**config.mk**
```make
export PLATFORM = sky130hd
export DESIGN_NAME = shift_arbiter_flat
export DESIGN_NICKNAME = d
export VERILOG_FILES = /design/src/rtl/shift_arb_pkg.sv /design/src/rtl/shift_arbiter_if.sv /design/src/rtl/shift_arbiter_rr_picker.sv /design/src/rtl/shift_arbiter.sv /design/src/flat_wrapper.sv
export SDC_FILE = /design/constraint.sdc
export NUM_CORES = 1
export LEC_CHECK = 0
export BUFFER_PORTS_ARGS = -buffer_cell sky130_fd_sc_hd__buf_2
export CAP_MARGIN = 20
export CORE_AREA = 10 10 161 163
export DETAILED_ROUTE_END_ITERATION = 8
export DIE_AREA = 0 0 171 173
export PLACE_DENSITY = 0.75
export SLEW_MARGIN = 30
export SYNTH_ARGS = -nofsm -noshare
export SYNTH_HDL_FRONTEND = slang
export SYNTH_SLANG_ARGS = --single-unit
```
**constraint.sdc**
```tcl
create_clock -name clk -period 5.85 [get_ports clk]
set_input_delay 1.17 -clock clk [delete_from_list [all_inputs] [get_ports clk]]
set_output_delay 1.17 -clock clk [all_outputs]
set_load 0.005 [all_outputs]
```
**src/rtl/shift_arb_pkg.sv**
```systemverilog
// Shared constants, types and helpers for the shift_arbiter block.
package shift_arb_pkg;

  localparam int NREQ    = 8;
  localparam int SHAMT_W = 5;
  localparam int ID_W    = 3;

  typedef logic [NREQ-1:0] grant_t;
  typedef logic [ID_W-1:0] id_t;

  // Converts a one-hot (or zero) grant vector into a slot index; zero maps to 0.
  function automatic id_t onehot_to_id(input grant_t g);
    id_t id;
    id = '0;
    for (int i = 0; i < NREQ; i++) begin
      if (g[i]) id = id | id_t'(i);
    end
    return id;
  endfunction

endpackage

```
**src/rtl/shift_arbiter_if.sv**
```systemverilog
// Request, shifter and response bus of shift_arbiter; slave is the arbiter side.
interface shift_arbiter_if
  import shift_arb_pkg::*;
#(
  parameter int WIDTH = 32
);

  // Requester side
  grant_t                   req_valid;
  grant_t                   req_ready;
  logic [NREQ*WIDTH-1:0]    req_data;
  logic [NREQ*SHAMT_W-1:0]  req_shamt;
  grant_t                   req_arith;
  grant_t                   grant_sel;

  // Shared shifter
  logic [WIDTH-1:0]         sh_in;
  logic [SHAMT_W-1:0]       sh_shamt;
  logic                     sh_arith;
  logic [WIDTH-1:0]         sh_out;

  // Response channel
  logic                     resp_valid;
  logic                     resp_ready;
  logic [WIDTH-1:0]         resp_data;
  id_t                      resp_id;

  modport slave (
    input  req_valid, req_data, req_shamt, req_arith, sh_out, resp_ready,
    output req_ready, grant_sel, sh_in, sh_shamt, sh_arith,
           resp_valid, resp_data, resp_id
  );

  modport master (
    output req_valid, req_data, req_shamt, req_arith, sh_out, resp_ready,
    input  req_ready, grant_sel, sh_in, sh_shamt, sh_arith,
           resp_valid, resp_data, resp_id
  );

endinterface

```
**src/rtl/shift_arbiter_rr_picker.sv**
```systemverilog
// Combinational round-robin picker: first requesting slot at or after ptr, wrapping 7 -> 0.
module rr_picker
  import shift_arb_pkg::*;
(
  input  grant_t req,
  input  id_t    ptr,
  output grant_t grant,
  output id_t    gid
);

  id_t idx;

  always_comb begin
    // NOTE: every always_comb output gets a default first, so no path can infer a latch.
    grant = '0;
    idx   = '0;
    for (int i = 0; i < NREQ; i++) begin
      idx = ptr + id_t'(i);
      if ((grant == '0) && req[idx]) grant[idx] = 1'b1;
    end
  end

  assign gid = onehot_to_id(grant);

endmodule

```
**src/rtl/shift_arbiter.sv**
```systemverilog
// Round-robin sharing of one external right shifter among 8 requesters, two-stage pipeline.
// Optional per-slot saturating grant counters when SHIFT_ARB_STATS_EN is defined.
module shift_arbiter
  import shift_arb_pkg::*;
#(
  parameter int WIDTH = 32
)(
  input  logic            clk,
  input  logic            reset_n,
  shift_arbiter_if.slave  bus
`ifdef SHIFT_ARB_STATS_EN
  ,
  input  id_t             stat_idx,
  output logic [15:0]     stat_count
`endif
);

  // Stage A: operands currently presented to the shifter
  logic               a_valid;
  logic [WIDTH-1:0]   a_data;
  logic [SHAMT_W-1:0] a_shamt;
  logic               a_arith;
  id_t                a_id;

  // Stage B: registered result awaiting the consumer
  logic               resp_valid;
  logic [WIDTH-1:0]   resp_data;
  id_t                resp_id;

  id_t                rr_ptr;

  logic               b_load;
  logic               a_adv;
  logic               a_take;
  grant_t             pick;
  grant_t             grant;
  id_t                gid;
  logic               do_grant;

  logic [WIDTH-1:0]   slot_data  [NREQ];
  logic [SHAMT_W-1:0] slot_shamt [NREQ];

  for (genvar i = 0; i < NREQ; i++) begin : g_slot
    assign slot_data[i]  = bus.req_data[i*WIDTH +: WIDTH];
    assign slot_shamt[i] = bus.req_shamt[i*SHAMT_W +: SHAMT_W];
  end

  assign b_load = !resp_valid || bus.resp_ready;
  assign a_adv  = a_valid && b_load;
  assign a_take = !a_valid || a_adv;

  rr_picker u_picker (
    .req   (bus.req_valid),
    .ptr   (rr_ptr),
    .grant (pick),
    .gid   (gid)
  );

  // Grants are suppressed while reset is held so no requester sees a phantom accept.
  assign grant    = (reset_n && a_take) ? pick : '0;
  assign do_grant = |grant;

  always_ff @(posedge clk or negedge reset_n) begin
    if (!reset_n) begin
      a_valid <= 1'b0;
      a_data  <= '0;
      a_shamt <= '0;
      a_arith <= 1'b0;
      a_id    <= '0;
      rr_ptr  <= '0;
    end else begin
      // NOTE: state registers use non-blocking assignment so all flops update from pre-edge values.
      if (do_grant) begin
        a_valid <= 1'b1;
        a_data  <= slot_data[gid];
        a_shamt <= slot_shamt[gid];
        a_arith <= bus.req_arith[gid];
        a_id    <= gid;
        rr_ptr  <= gid + id_t'(1);
      end else if (a_adv) begin
        a_valid <= 1'b0;
      end
    end
  end

  always_ff @(posedge clk or negedge reset_n) begin
    if (!reset_n) begin
      resp_valid <= 1'b0;
      resp_data  <= '0;
      resp_id    <= '0;
    end else if (a_adv) begin
      resp_valid <= 1'b1;
      resp_data  <= bus.sh_out;
      resp_id    <= a_id;
    end else if (resp_valid && bus.resp_ready) begin
      resp_valid <= 1'b0;
    end
  end

  assign bus.req_ready  = grant;
  assign bus.grant_sel  = grant;
  assign bus.sh_in      = a_data;
  assign bus.sh_shamt   = a_shamt;
  assign bus.sh_arith   = a_arith;
  assign bus.resp_valid = resp_valid;
  assign bus.resp_data  = resp_data;
  assign bus.resp_id    = resp_id;

`ifdef SHIFT_ARB_STATS_EN
  logic [15:0] grant_cnt [NREQ];

  always_ff @(posedge clk or negedge reset_n) begin
    if (!reset_n) begin
      // NOTE: this small register array is reset because its cleared state is architecturally visible.
      for (int i = 0; i < NREQ; i++) grant_cnt[i] <= '0;
    end else begin
      for (int i = 0; i < NREQ; i++) begin
        if (grant[i] && (grant_cnt[i] != 16'hFFFF)) grant_cnt[i] <= grant_cnt[i] + 16'd1;
      end
    end
  end

  assign stat_count = grant_cnt[stat_idx];
`endif

endmodule
```
**src/flat_wrapper.sv**
```systemverilog
// flat-port wrapper written by rule: the top's interface ports become plain ports
module shift_arbiter_flat import shift_arb_pkg::*;
#(
  parameter int WIDTH = 32
)
  (clk, reset_n, bus_req_valid, bus_req_data, bus_req_shamt, bus_req_arith, bus_sh_out, bus_resp_ready, bus_req_ready, bus_grant_sel, bus_sh_in, bus_sh_shamt, bus_sh_arith, bus_resp_valid, bus_resp_data, bus_resp_id);
  shift_arbiter_if #(.WIDTH(WIDTH)) bus_i ();
  input  logic clk;
  input  logic reset_n;
  input wire logic [$bits(bus_i.req_valid)-1:0] bus_req_valid;
  input wire logic [$bits(bus_i.req_data)-1:0] bus_req_data;
  input wire logic [$bits(bus_i.req_shamt)-1:0] bus_req_shamt;
  input wire logic [$bits(bus_i.req_arith)-1:0] bus_req_arith;
  input wire logic [$bits(bus_i.sh_out)-1:0] bus_sh_out;
  input wire logic [$bits(bus_i.resp_ready)-1:0] bus_resp_ready;
  output wire logic [$bits(bus_i.req_ready)-1:0] bus_req_ready;
  output wire logic [$bits(bus_i.grant_sel)-1:0] bus_grant_sel;
  output wire logic [$bits(bus_i.sh_in)-1:0] bus_sh_in;
  output wire logic [$bits(bus_i.sh_shamt)-1:0] bus_sh_shamt;
  output wire logic [$bits(bus_i.sh_arith)-1:0] bus_sh_arith;
  output wire logic [$bits(bus_i.resp_valid)-1:0] bus_resp_valid;
  output wire logic [$bits(bus_i.resp_data)-1:0] bus_resp_data;
  output wire logic [$bits(bus_i.resp_id)-1:0] bus_resp_id;
  assign bus_i.req_valid = bus_req_valid;
  assign bus_i.req_data = bus_req_data;
  assign bus_i.req_shamt = bus_req_shamt;
  assign bus_i.req_arith = bus_req_arith;
  assign bus_i.sh_out = bus_sh_out;
  assign bus_i.resp_ready = bus_resp_ready;
  assign bus_req_ready = bus_i.req_ready;
  assign bus_grant_sel = bus_i.grant_sel;
  assign bus_sh_in = bus_i.sh_in;
  assign bus_sh_shamt = bus_i.sh_shamt;
  assign bus_sh_arith = bus_i.sh_arith;
  assign bus_resp_valid = bus_i.resp_valid;
  assign bus_resp_data = bus_i.resp_data;
  assign bus_resp_id = bus_i.resp_id;
  shift_arbiter #(.WIDTH(WIDTH)) u_core (.clk(clk), .reset_n(reset_n), .bus(bus_i));
endmodule
```
* After elaboration in Yosys (flattened, before gate mapping)
Cells that the tools add are included.
Word-level totals: flip-flop bits (word level) 81, input bits 347, output and inout port bits 90
Operators by class: reductions and logical operators 32, magnitude comparators 18, mux-type cells 60, add/subtract/negate cells 8, bitwise operators 8
Operators by type and width (number):
- $bmux W32 S3 | 1
- $mux W8 | 9
- $mux W32 | 2
- $logic_not A8 Y1 | 7
- $or A8 B8 Y8 | 7
- $lt A3 B4 Y1 const B | 9
- $bmux W1 S3 | 9
- $demux W1 S3 | 8
- $ge A3 B1 Y1 const B | 8
- $mux W1 | 22
- $logic_and A1 B1 Y1 | 18
- $bmux W5 S3 | 1
- $add A3 B3 Y3 const B | 4
- $mux W3 | 4
- $mux W5 | 2
- $reduce_or A8 Y1 | 1
- $add A3 B1 Y3 const B | 2
- $add A3 B2 Y3 const B | 2
- $ge A4 B4 Y1 const B | 1
- $mux W2 | 2
- $not A3 Y4 | 1
- $reduce_bool A2 Y1 | 2
- $logic_not A1 Y1 | 2
- $logic_or A1 B1 Y1 | 2

* Longest topological paths before layout
Gate-level depths: netlist (run 1).
depth after elaboration 37, gate-level depth with buffers 29

* By module
A second synthesis (run 1) with hierarchy kept.
Unflattened totals: cells, all modules 645, area, all modules 7674.9 sq um
Modules (own cells, without submodules):
- shift_arbiter | cells an instance 332, seq. area each 2026.9 sq um, times used 1, area each 5481.5 sq um
- rr_picker | cells an instance 313, seq. area each 0.0 sq um, times used 1, area each 2193.4 sq um

* Worst setup path after synthesis (run 1)
OpenSTA, ideal clock, no wires.
path type reg-to-output, start reg u_core.rr_ptr[0], end out bus_req_ready[2], stages on the path, launching flop included 24, path slack -499 ps, path buffers 8, arrival time 5179 ps, path through dfrtp_1 > buf_6 > buf_2 > inv_1 > clkbuf_1 > ha_1 > clkbuf_1 > mux4_2 > and2_1 > buf_6 > a32oi_4 > and3_4 > nand3_4 > o211a_4 > a211o_1 > or4_1 > buf_2 > or4_1 > buf_2 > nand2_1 > nor3_1 > nand3_1 > a21oi_1 > buf_4
On the way: word-level cells in the longest chain between the ends 27, elaborated cells between the ends (all ways) 93, those cells by class add/sub (7); order compare (16); mux (41); bitwise (7); reduce/logical (22)
Ends and longest elaborated chain:
- start, declared | RTL line shift_arbiter.sv:30 | id_t rr_ptr;
- start signal, assigned | RTL line shift_arbiter.sv:79 | rr_ptr <= gid + id_t'(1);
- branches (longest 25 deep; another with $lt A3 B4 Y1)
- $mux W8 * | RTL line shift_arbiter_rr_picker.sv:19 | if ((grant == '0) && req[idx]) grant[idx] = 1'b1;
- $mux W8 * | RTL line shift_arbiter.sv:60 | assign grant = (reset_n && a_take) ? pick : '0;
- end, declared | RTL line flat_wrapper.sv:16 | output wire logic [$bits(bus_i.req_ready)-1:0] bus_req_ready;
Every way passes the cells marked *. The select of a mux whose other input is x is not followed.

* Worst setup path after layout (run 1)
start in bus_req_valid[0], end out bus_req_ready[7]
On the way: word-level cells in the longest chain between the ends 25, elaborated cells between the ends (all ways) 46, those cells by class mux (25); bitwise (7); reduce/logical (14)
Ends and longest elaborated chain:
- start, declared | RTL line flat_wrapper.sv:10 | input wire logic [$bits(bus_i.req_valid)-1:0] bus_req_valid;
- $bmux W1 S3 | RTL line shift_arbiter_rr_picker.sv:19
- $mux W1 (not written as such) | RTL line shift_arbiter_rr_picker.sv:19
- $mux W8 | RTL line shift_arbiter_rr_picker.sv:19
- $logic_not A8 Y1 | RTL line shift_arbiter_rr_picker.sv:19
- $logic_and A1 B1 Y1 | RTL line shift_arbiter_rr_picker.sv:19
- $mux W8 | RTL line shift_arbiter_rr_picker.sv:19
- $logic_not A8 Y1 | RTL line shift_arbiter_rr_picker.sv:19
- $logic_and A1 B1 Y1 | RTL line shift_arbiter_rr_picker.sv:19
- (+9 left out)
- $mux W8 | RTL line shift_arbiter_rr_picker.sv:19
- $logic_not A8 Y1 | RTL line shift_arbiter_rr_picker.sv:19
- $logic_and A1 B1 Y1 | RTL line shift_arbiter_rr_picker.sv:19
- $mux W8 | RTL line shift_arbiter_rr_picker.sv:19
- $logic_not A8 Y1 | RTL line shift_arbiter_rr_picker.sv:19
- $logic_and A1 B1 Y1 | RTL line shift_arbiter_rr_picker.sv:19
- $mux W8 * | RTL line shift_arbiter_rr_picker.sv:19
- $mux W8 * | RTL line shift_arbiter.sv:60
Mark *: on every way between the ends. The rest lies on a longest branch, timed or not. The select of a mux whose other input is x is not followed.

==> impl_metrics.yaml, run 1 <==
final_layout:
  drive_gt1_share_pct: 53.9
  nets: 1831
  utilization_pct: 57.1
  fillers: 2056
  area_growth_pct: 55.5
clock_tree:
  cts_buffers: 9
  clk_pin_slew_ps: 60
  cts_buffer_depth: 2
  clkLatencyLatePin_ps: 340
  cts_tree: "yes"
  root_buffer: "clkbuf_16"
  cts_max_level: 3
  holdBufCountCts: 0
  clock_sinks: 81
critical_path:
  crit_type: "primary input to primary output"
  crit_arrival_ps: 4740
  worst_setup_path_start_kind: "primary input"
  slowest_stage: "or4_4"
  worst-path-buf-inv: 4
  worstPathCellList: "buf_6 > buf_4 > mux4_2 > mux2i_4 > a311oi_4 > nand4_4 > o21ai_4 > buf_6 > o211a_4 > a211o_1 > or4_4 > or4_4 > nand3_4 > o21ai_2 > and2_4 > buf_6"
  worstSetupEndpointType: "primary output"
  crit_fanout: 6
  max_stage_delay_ps: 570
  cp.required_ps: 4680
  crit_family: "simple AND/OR/NAND/NOR gates"
  cpMostUsedCell: "buf_6"
place:
  hpwl_um: 37700
  portBuffers: 436
  gp_congestion: 1.04
sta:
  rsz0062_at_grt: "true"
  hold_violations: 0
  maxSlewHeadroom_pct: 59.2
  max_freq_mhz: 169
  finClkSkew_ps: 14.0
  min_period_ps: 5910
  slew_viol_final: 0
  final.period_utilization_pct: 101
  setup_viol: 12
  setup_ws_ps: -62.2
  tightest_slew_ps: 597
drt:
  drc: 0
  via_per_inst: 6.16
  drt-pass1-iter-count: 8
  detail-route-antenna-nets: 0
  wirelength_um: 46400
  drtIter0Drc: 1045
  wl_per_cell_um: 26.1
  vias: 10900
floorplanning:
  io_pins: 437
  core_region_area_um2: 22600
  die_h_um: 173
  fp.dieArea_um2: 29600
  die_x_um: 171
  start_util_pct: 36.7
  rows: 55
logic_synthesis:
  synth_area_um2: 8290
  synthAdderAreaFrac_pct: 1.06
  synth_top_area_cell: "dfrtp_1"
  synth-xor-area-share_pct: 0.724
  synth_top_family_by_area: "compound AO/OA/AOI/OAI gates"
  synth_mux_area_share_pct: 12.3
  synth-compound-area-share_pct: 38.6
  synth-seq-area-share_pct: 24.4
  synth_top_area_share_pct: 24.4
  synth-simple-area-share_pct: 15.8
  synth_cells: 938
  synth_cell_types: 79
  synthFlopType: "dfrtp_1"
  synth-edff-count: 0
  netlist_top_cells_area: "dfrtp_1, a2111oi_0, a21boi_0"
  synth_seq_cells: 81
  syn_nets: 1292
  synth_warnings: 0
  syn_avg_cell_area_um2: 8.84
  asyncSetResetFlopFracSynth_pct: 100
global_routing:
  grt_overflow: 0
  grt_pass1_vias: 10900
  grt_pass1_wl_um: 67500
  track_usage_pct: 29.5
  antenna_found_initial: 15
  grt_max_degree: 51
min_path:
  hp-class: "flip-flop to flip-flop"
status:
  failed_checks: "setup timing"
  status: "finished, violations left"
run:
  cap_viol_max_count: 0
placed cells by master (no fill, tap or decap), drive strengths merged, types with 20 or more instances in the layout:
cell,n
mux2,52
o21ai,25
a21boi,124
a21oi,46
nor2,20
or4,35
nor3,42
buf,644
nand2,46
a2111oi,125
nand3,34
dfrtp,81
mux2i,21
routing by layer:
metal	global-route usage [%]	part of all wire, %
met2	48.2	48
met5	0	0.091
met1	35.8	38
met3	7.56	9.7
met4	12.3	4.2
layout make-up:
cell class                      count  area [um^2]  share of cell area, %
Clock inverter                      7         76.3                  0.592
Antenna cell                        8         20.0                  0.155
Multi-Input combinational cell    736         6090                   47.2
Inverter                            5         18.8                  0.146
Sequential cell                    81         2030                   15.7
Clock buffer                        9          225                   1.75
Timing Repair Buffer              644         4080                   31.6
Tap cell                          285          357                   2.76
what timing repair did:
item	4_1_cts	5_1_grt
setup buffers	9	3
setup endpoints to repair	28	34
gates resized for setup	57	25
pin swaps	23	9
kinds of logic (layout without fill, tap and decap cells):
logic type,Yosys count,in the layout
AOI/OAI and AO/OA,411,411
and+or+nand+nor,229,229
buffers and inverters,121,665
muxes,83,83
DFF,81,81
adders and majority gates,7,7
xor gates and xnor gates,6,6
other,0,8
worst paths after layout:
kind | start | to | slack [ps] | cells past startpoint
worst max-delay path | bus_req_valid[0] | bus_req_ready[7] | -60 | 16
worst min-delay path | u_core.bus.resp_id[2]$_DFFE_PN0P_ | u_core.bus.resp_id[2]$_DFFE_PN0P_ | 500 | 1
worst max register to register | u_core.rr_ptr[1]$_DFFE_PN0P_ | u_core.bus.sh_in[13]$_DFFE_PN0P_ | 200 | 19
worst min register to register | u_core.bus.resp_id[2]$_DFFE_PN0P_ | u_core.bus.resp_id[2]$_DFFE_PN0P_ | 500 | 1
max in group asynchronous | reset_n | u_core.rr_ptr[0]$_DFFE_PN0P_ | 3940 | 2
min in group asynchronous | reset_n | u_core.bus.resp_data[19]$_DFFE_PN0P_ | 810 | 1
worst register-to-register path: stages (launching register included):
cell	delay, ps
dfrtp_1	370
inv_1	140
ha_1	360
nor2b_1	520
o221a_4	320
a311oi_4	60
nand4_4	180
o21ai_4	120
buf_6	140
o211a_4	240
a211o_1	290
or4_4	500
or4_4	570
nand2_4	130
buf_6	110
o211a_2	310
buf_4	360
a2111oi_0	170
or4_1	530
a21oi_1	150
synthesized netlist by cell type (all sizes together) (3+ instances only):
| library cell | n |
|---|---|
| mux2 | 52 |
| a2111oi | 125 |
| or4 | 35 |
| nand4 | 7 |
| dfrtp | 81 |
| o21a | 4 |
| o2111ai | 5 |
| or3 | 5 |
| o31ai | 6 |
| nand3 | 34 |
| clkbuf | 70 |
| a21boi | 124 |
| nor2 | 20 |
| a211oi | 4 |
| o221ai | 4 |
| mux2i | 21 |
| ha | 7 |
| and2 | 9 |
| nand2b | 4 |
| nor3 | 42 |
| a31o | 5 |
| o211ai | 18 |
| nand2 | 46 |
| o21ai | 25 |
| o41ai | 3 |
| a211o | 3 |
| a41o | 3 |
| a31oi | 7 |
| a21oi | 46 |
| buf | 46 |
| a32o | 3 |
| and3 | 4 |
| a41oi | 4 |
| nor4 | 8 |
| o22ai | 4 |
| inv | 5 |
| xnor2 | 4 |
| nor2b | 7 |
| mux4 | 10 |
stage by stage:
step	cells	hold slack, ps	TNS (ps)	cell area [um^2]	worst slack, ps
after floorplan	938	457	-804	8350	-135
after global placement	1740	475	-16080	12100	-705
after detailed placement	1740	486	-18880	12100	-770
after CTS	1764	499	-32.2	12700	-9.05
after global routing	1774	513	-1990	12900	-152
final	1775	500	-517	12900	-62.2
registers in the layout (all words and copies together), names as in the netlist:
name,cells
u_core.a_valid,1
u_core.bus.sh_in,32
u_core.a_id,3
u_core.bus.resp_data,32
u_core.bus.sh_shamt,5
u_core.bus.sh_arith,1
u_core.bus.resp_id,3
u_core.rr_ptr,3
u_core.bus.resp_valid,1
Power of run 1 is not shown: default switching activity piles up to over one toggle a cycle in this logic, so the estimate is an artifact.
==> inputs of run 2 (changes only) <==
Settings changed: ABC_AREA from default to 1, CORE_AREA 10 10 161 163 to 10 10 162 164, DIE_AREA 0 0 171 173 to 0 0 172 174, PLACE_DENSITY 0.75 to 0.76.
==> impl_metrics.yaml, run 2 <==
sta:
  tightest_slew_ps: 649
  rsz0062_at_grt: "true"
  max_freq_mhz: 154
  holdWs_ps: 493
  hold_violations: 0
  min_period_ps: 6490
  maxSlewHeadroom_pct: 56.4
  final.period_utilization_pct: 111
  setup_ws_ps: -638
  setup_viol: 55
  finClkSkew_ps: 14.5
  slew_viol_final: 0
clock_tree:
  cts_max_level: 3
  cts_buffers: 9
  clk_pin_slew_ps: 60
  cts_buffer_depth: 2
  clkLatencyLatePin_ps: 360
  cts_tree: "yes"
  root_buffer: "clkbuf_16"
  clock_sinks: 81
floorplanning:
  rows: 56
  die_x_um: 172
  start_util_pct: 37.5
  fp.dieArea_um2: 29900
  die_h_um: 174
  core_region_area_um2: 23100
  io_pins: 437
critical_path:
  worst_setup_path_start_kind: "primary input"
  worstSetupEndpointType: "primary output"
  crit_fanout: 8
  crit_arrival_ps: 5320
  slowest_stage: "nor2_4"
  max_stage_delay_ps: 260
  crit_type: "primary input to primary output"
  cp.required_ps: 4680
logic_synthesis:
  netlist_top_cells_area: "dfrtp_1, nand2_1, nand3_1"
  synthFlopType: "dfrtp_1"
  asyncSetResetFlopFracSynth_pct: 100
  synth_seq_cells: 81
  synth_warnings: 0
  synth-edff-count: 0
  synth_cell_types: 33
  synth_top_area_cell: "dfrtp_1"
  synth_top_area_share_pct: 23.4
  synth_most_common_cell: "nand2_1"
  synth_cells: 1443
  synth_area_um2: 8670
  syn_nets: 1797
  syn_avg_cell_area_um2: 6.01
  synth-seq-area-share_pct: 23.4
  synth_common_cells: "nand2_1, nand3_1, inv_1"
place:
  portBuffers: 436
  gp_congestion: 0.981
  place_inst: 2217
  dp_slack_ps: -537
  hpwl_um: 32700
final_layout:
  nets: 2396
  post_layout_nonfiller_instances: 2343
  area_growth_pct: 74.0
  drive_gt1_share_pct: 48.6
  final_common_cell: "buf_2"
  final_cell_mix: "buf_2, nand2_1, inv_1"
  utilization_pct: 65.3
drt:
  wl_per_cell_um: 20.2
  drc: 0
  drt-pass1-iter-count: 8
  via_per_inst: 5.28
  wirelength_um: 47300
  drtIter0Drc: 1098
  detail-route-antenna-nets: 0
  vias: 12400
status:
  status: "finished, violations left"
  failed_checks: "setup timing"
run:
  cap_viol_max_count: 0
global_routing:
  grt_pass1_vias: 11500
  grt_pass1_wl_um: 62400
  grt_overflow: 0
  antenna_found_initial: 8
  grt_max_degree: 58
  track_usage_pct: 26.1
min_path:
  hp-class: "flip-flop to flip-flop"
==> run 2: cell types whose count changed after synthesis, sizes merged, moves of 35 or more <==
| cell | before | now |
|---|---|---|
| a2111oi | 125 | 0 |
| a21boi | 124 | 0 |
| nand2 | 46 | 486 |
| or4 | 35 | 0 |
| clkbuf | 70 | 25 |
| nand3 | 34 | 300 |
| inv | 5 | 240 |
| nand3b | 2 | 109 |
==> run 2: per-layer routing <==
metal	wire (um)	GRT usage (%)	up-vias	share of wire, %
met4	1920	8.98	8	4.1
met5	46	0	-	0.097
met1	17300	30.5	5695	37
met2	23300	45.2	770	49
met3	4750	6.37	155	10
li1	-	-	5745	-
==> run 2: what timing repair did <==
action / 4_1_cts / 5_1_grt
gates resized for setup: 90 / 247
buffers inserted: 41 / 37
hold buffers: 0 / 0
pin swaps: 39 / 174
endpoints found under the setup margin: 16 / 61
cloned: 2 / 31
==> run 2: worst paths after layout <==
| path | startpoint | end | slack (ps) | cells past startpoint |
|---|---|---|---|---|
| worst min register to register | u_core.bus.sh_in[26]$_DFFE_PN0P_ | u_core.bus.sh_in[26]$_DFFE_PN0P_ | 490 | 2 |
| worst max register to register | u_core.rr_ptr[1]$_DFFE_PN0P_ | u_core.bus.sh_in[9]$_DFFE_PN0P_ | -110 | 50 |
| worst max-delay path | bus_req_valid[7] | bus_req_ready[2] | -640 | 40 |
| worst min-delay path | u_core.bus.sh_in[26]$_DFFE_PN0P_ | u_core.bus.sh_in[26]$_DFFE_PN0P_ | 490 | 2 |
| min in group asynchronous | reset_n | u_core.bus.sh_in[9]$_DFFE_PN0P_ | 790 | 1 |
| max in group asynchronous | reset_n | u_core.rr_ptr[1]$_DFFE_PN0P_ | 4020 | 2 |
==> run 2: stage by stage <==
| step | instance area (um^2) | TNS, ps |
|---|---|---|
| 2_1_floorplan | 8670 | 0 |
| 3_3_place_gp | 12100 | -9730 |
| 3_5_place_dp | 12100 | -15870 |
| 4_1_cts | 13100 | -8720 |
| 5_1_grt | 15100 | -27330 |
| 6_report | 15100 | -11400 |
==> run 2: final cells by class <==
class                   instances  area, um^2
well taps                     290         363
inverters                     240         926
fillers                      1902        8030
multi-input cells            1029        6230
clock inverters                 7         106
repair buffers                681        5190
diodes                          6        15.0
flip-flops and latches         81        2030
clock buffers                   9         225
==> run 2: kinds of logic after synthesis <==
logic type / synth area share (%)
compound gates: 1.76
xor+xnor: 0.101
fa+ha+maj: 1.01
buf+inv: 16.4
flops: 23.4
mux: 4.15
simple gates: 53.2
==> run 2: critical path, delay by kind of cell <==
kind | cells | cell delay (ps)
buffers and inverters | 5 | 560
AO/OA/AOI/OAI | 1 | 160
AND/OR/NAND/NOR | 34 | 3410
Power of run 2 is left out for the same reason.
